$ cat src/rtl/instruction_fetch_unit.sv
// Instruction fetch unit: owns the PC and instruction register, fetches one word
// per instruction over a req/ack handshake and holds it for the control unit.
module instruction_fetch_unit #(
  parameter logic [63:0] RESET_PC      = 64'h0,
  parameter int          FETCH_TIMEOUT = 16
) (
  input  logic        clock,
  input  logic        reset,
  input  logic        pc_load,
  input  logic [1:0]  pc_sel,
  input  logic [63:0] K,
  input  logic [63:0] reg_target,
  input  logic [31:0] imem_data,
  input  logic        imem_ack,
  output logic        imem_req,
  output logic [63:0] imem_addr,
  output logic [31:0] instruction,
  output logic        instr_valid,
  output logic [63:0] pc,
  output logic [63:0] pc_plus4,
  output logic        fetch_error,
  output logic [1:0]  fsm_state
);

  // Handshake: imem_req is held high for the whole FETCH state; a word is
  // accepted on any rising edge in FETCH where imem_ack is high, and imem_req
  // drops on that same edge. imem_ack outside FETCH is ignored.
  typedef enum logic [1:0] {IDLE = 2'd0, FETCH = 2'd1, HOLD = 2'd2, ERROR = 2'd3} state_t;

  localparam logic [15:0] TIMEOUT_LAST = 16'(FETCH_TIMEOUT - 1);

  state_t      state;
  logic [15:0] timeout_cnt;
  logic [63:0] next_pc;

  assign pc_plus4  = pc + 64'd4;
  assign imem_addr = pc;
  assign fsm_state = state;

  // K is two's complement, so a plain modulo-2^64 add covers negative offsets.
  always_comb begin
    next_pc = pc_plus4;
    case (pc_sel)
      2'b00:   next_pc = pc_plus4;
      2'b01:   next_pc = pc + K;
      2'b10:   next_pc = reg_target;
      default: next_pc = pc;
    endcase
  end

  always_ff @(posedge clock or negedge reset) begin
    if (!reset) begin
      state       <= IDLE;
      pc          <= RESET_PC;
      instruction <= 32'h0;
      instr_valid <= 1'b0;
      imem_req    <= 1'b0;
      fetch_error <= 1'b0;
      timeout_cnt <= 16'h0;
    end else begin
      case (state)
        IDLE: begin
          state       <= FETCH;
          imem_req    <= 1'b1;
          timeout_cnt <= 16'h0;
        end
        FETCH: begin
          if (imem_ack) begin
            instruction <= imem_data;
            instr_valid <= 1'b1;
            imem_req    <= 1'b0;
            timeout_cnt <= 16'h0;
            state       <= HOLD;
          end else if (timeout_cnt == TIMEOUT_LAST) begin
            imem_req    <= 1'b0;
            fetch_error <= 1'b1;
            timeout_cnt <= 16'h0;
            state       <= ERROR;
          end else begin
            timeout_cnt <= timeout_cnt + 16'd1;
          end
        end
        HOLD: begin
          if (pc_load) begin
            instr_valid <= 1'b0;
            if (next_pc[1:0] != 2'b00) begin
              // Misaligned target: keep pc pointing at the offending instruction.
              fetch_error <= 1'b1;
              state       <= ERROR;
            end else begin
              pc          <= next_pc;
              imem_req    <= 1'b1;
              timeout_cnt <= 16'h0;
              state       <= FETCH;
            end
          end
        end
        ERROR: begin
          imem_req    <= 1'b0;
          instr_valid <= 1'b0;
        end
        default: state <= IDLE;
      endcase
    end
  end

endmodule
$ cat config.mk
export PLATFORM = sky130hd
export DESIGN_NAME = instruction_fetch_unit
export DESIGN_NICKNAME = d
export VERILOG_FILES = /design/src/rtl/instruction_fetch_unit.sv
export SDC_FILE = /design/constraint.sdc
export NUM_CORES = 1
export LEC_CHECK = 0
export CORE_MARGIN = 2
export CORE_UTILIZATION = 34
export DETAILED_ROUTE_END_ITERATION = 8
export PLACE_DENSITY = 0.65
export SLEW_MARGIN = 40
export SYNTH_ARGS = -nofsm -noshare
export SYNTH_HDL_FRONTEND = slang
export SYNTH_SLANG_ARGS = --single-unit
$ cat constraint.sdc
create_clock -name clock -period 3.2 [get_ports clock]
set_input_delay 0.48 -clock clock [delete_from_list [all_inputs] [get_ports clock]]
set_output_delay 0.48 -clock clock [all_outputs]
set_load 0.02 [all_outputs]
==> flow_summary_export.csv <==
group,metric,value,unit
clocking,cts_tree,"built",
yosys,synth_compound_area_frac,0.221,
timing,whs,72.1,ps
floorplanning,fp.dieW,187,µm
power_and_ir_drop,power_density,943,nW/µm²
timing,maxClockFrequency,315,MHz
clocking,clock_latency,420,ps
power_and_ir_drop,irDropWorstVdd,0.000509,V
setup_path,r2r_setup_slack,30,ps
cells_and_area,final_cells,2454,
grt,grt_max_degree,56,
yosys,synthFlopType,"dfrtp_1",
clocking,cts-buffers-inserted,17,
cells_and_area,final_nets,2227,
grt,grt_antenna_before_repair,2,
yosys,syn_avg_cell_area,8.13,µm²
detailed_routing,wl,47900,µm
setup_path,setup.worst_path.class,"reg -> out",
yosys,synth_top_cell_area_share,0.257,
yosys,async_reset_ff_frac,1.00,
yosys,synth_top_family_by_area,"compound AO/OA/AOI/OAI gates",
floorplanning,die_y,187,µm
setup_path,critPathArrivalTime,2700,ps
cells_and_area,regArea,2930,µm²
floorplanning,start_util,0.343,
timing,fin_crit_sh,0.993,
setup_path,r2r_cells,15,
power_and_ir_drop,power.leakage,8.05,nW
cells_and_area,drive_gt1_frac,0.265,
setup_path,timing.rr.start,"imem_addr[11]$_DFFE_PN0P_",
cells_and_area,fill_cells,3030,
placement,placed_cells,2400,
yosys,ys.warnings.count,0,
yosys,synthMuxAreaShare,0.0727,
placement,dp_hpwl,37200,µm
clocking,cts_hold_buf,0,
detailed_routing,vias,13100,
detailed_routing,drt-initial-drc-count,953,
yosys,synth-simple-area-share,0.191,
grt,met2_usage,0.456,
yosys,synth.area.top_cells,"dfrtp_1 (26%), ha_1 (7.5%), xnor2_1 (5.3%)",
timing,period_needed,3180,ps
cells_and_area,syn2layout_area_growth,61.7,%
yosys,synth_xor_area_frac,0.0997,
yosys,netlist_instances,1403,
cells_and_area,multi_input_area,7970,µm²
detailed_routing,viasPerCell,5.33,
setup_path,worstPathRequired,2720,ps
detailed_routing,avgRoutedWirePerCell,19.5,µm
yosys,yosysTopAreaCell,"dfrtp_1",
placement,post-place-ws,-732,ps
clocking,htree_num_levels,4,
floorplanning,coreArea,33300,µm²
yosys,synth-seq-cells,117,
clocking,clock-sinks,117,
flow_run,maxCapViolCount,0,
detailed_routing,ant_nets,0,
timing,setup_tns,0,ps
cells_and_area,final_common_cell,"clkdlybuf4s50_1",
timing,fin_skew,17.4,ps
yosys,netlist_area,11400,µm²
clocking,clockRootBuffer,"clkbuf_16",
setup_path,rr_endpoint,"imem_addr[63]$_DFFE_PN0P_",
setup_path,cp_max_fo,5,
timing,drv_slew,0,
yosys,seq_area_frac_synth,0.257,
yosys,syn_nets,1638,
worst_hold_path,worstHoldPathType,"in -> async",
power_and_ir_drop,p_total,17.4,mW
timing,rsz0062_at_grt,"true",
timing,fin_ws,21.9,ps
yosys,ys_types,83,
yosys,synth-edff-count,0,
grt,top_usage_layer,"met2",
clocking,clockBufferDepth,2,
floorplanning,die_area,35000,µm²
grt,grt.met1_usage,0.337,
grt,gr-total-overflow,0,
setup_path,critPathCaptureType,"primary output",
yosys,synth_fa_ha_area_frac,0.0763,
detailed_routing,firstDrtPassIters,5,
timing,relSlewSlack,0.553,
setup_path,startpoint_type,"flop",
floorplanning,rows,67,
clocking,path_clk_slew,70,ps
cells_and_area,final_cell_mix,"clkdlybuf4s50_1 (344), buf_4 (321), nand2_1 (141)",
timing,finalSetupViolCount,0,
grt,grt_pass1_wl,73900,µm
placement,io_buffers,394,
timing,hold_viol,0,
detailed_routing,drc,0,
status,status,"complete, no violations",
grt,use_met3,0.0505,
grt,grt_usage,0.266,
timing,tightest_slew,671,ps
grt,grt_pass1_vias,13200,
floorplanning,ios,395,
placement,gp_congestion,0.912,
## worst max path at each step
stage | startpoint | endpoint | slack (ps) | cells after the start
after floorplan | K[0] | imem_addr[58]$_DFFE_PN0P_ | 30 | 12
after global placement | K[0] | imem_addr[58]$_DFFE_PN0P_ | -670 | 13
after detailed placement | K[0] | imem_addr[58]$_DFFE_PN0P_ | -730 | 13
after CTS | imem_addr[14]$_DFFE_PN0P_ | pc_plus4[30] | -20 | 10
after global routing | imem_addr[11]$_DFFE_PN0P_ | imem_addr[63]$_DFFE_PN0P_ | -100 | 15
final | imem_addr[14]$_DFFE_PN0P_ | pc_plus4[60] | 20 | 9
## cells in the mapped netlist (3+ instances only)
cell type and count:
and2_1 9, o22a_1 5, a2bb2oi_1 3, buf_2 8, and3_1 17, nor3_1 22, and4_1 8, dfrtp_1 117
nor2b_1 8, a221oi_1 6, o21bai_1 19, o21a_1 20, a211oi_1 5, nand4_1 34, a222oi_1 3, mux2_2 45
o221ai_1 21, o2111ai_1 4, nand3_1 47, o211ai_1 8, o21ai_1 14, mux2i_1 30, or4_1 3, nor2_1 107
inv_1 30, a21boi_1 3, clkbuf_1 64, buf_4 67, o22ai_1 17, o21ai_0 67, or3_1 5, o31ai_1 7
nand2_1 143, or2_1 4, xor2_1 59, a31oi_1 14, or2_2 3, xnor2_1 69, a21o_1 29, a21oi_1 108
nand2b_1 6, nor4_1 13, ha_1 68, buf_1 8
## kinds of logic after synthesis
group                    after synthesis
AND/OR/NAND/NOR                      445
AO/OA/AOI/OAI                        386
buffers and inverters                180
XOR/XNOR                             129
flip-flops                           117
multiplexers                          77
adder cells (fa/ha/maj)               69
## registers in the layout, indices dropped and copies added, names as in the netlist
signal	cells
timeout_cnt	16
fetch_error	1
instr_valid	1
fsm_state	2
imem_req	1
imem_addr	64
instruction	32
## stage by stage
step | area, µm² | util
CTS | 18300 | 0.548
global placement | 17400 | 0.524
floorplan | 11400 | -
detailed placement | 17400 | 0.524
finish | 18500 | 0.555
global route | 18500 | 0.555
## layer usage
layer / part of all wire / up-vias
li1: - / 6208
met1: 0.43 / 6247
met2: 0.48 / 534
met3: 0.066 / 80
met4: 0.028 / 2
met5: 0.00027 / -
## area by class of cell
cell class | instances | area share
repair buffers | 718 | 0.342
diodes | 1 | 0.000136
clock inverters | 15 | 0.00780
well taps | 448 | 0.0304
multi-input cells | 1106 | 0.432
inverters | 32 | 0.00651
clock buffers | 17 | 0.0230
flip-flops and latches | 117 | 0.159
## timing repair
item	in CTS	in global routing
pin swaps	31	28
resized for setup	154	73
gates cloned	0	0
buffers inserted	12	9
endpoints found under the setup margin	54	53
## worst max-delay path, stage by stage, from the launching register on
cell	delay, ps
dfrtp_1	410
and4_4	270
and4_1	220
nand4_1	140
buf_4	200
or2_4	300
nor2_4	180
nand4_1	180
xnor2_2	210
buf_4	170
## report_power, final
group          switching [mW]  total [mW]  internal, mW
Sequential              0.556        2.62          2.07
Combinational            6.57        12.8          6.24
Clock                   0.873        1.96          1.09
Note: power is estimated with default switching activity, not from simulation.
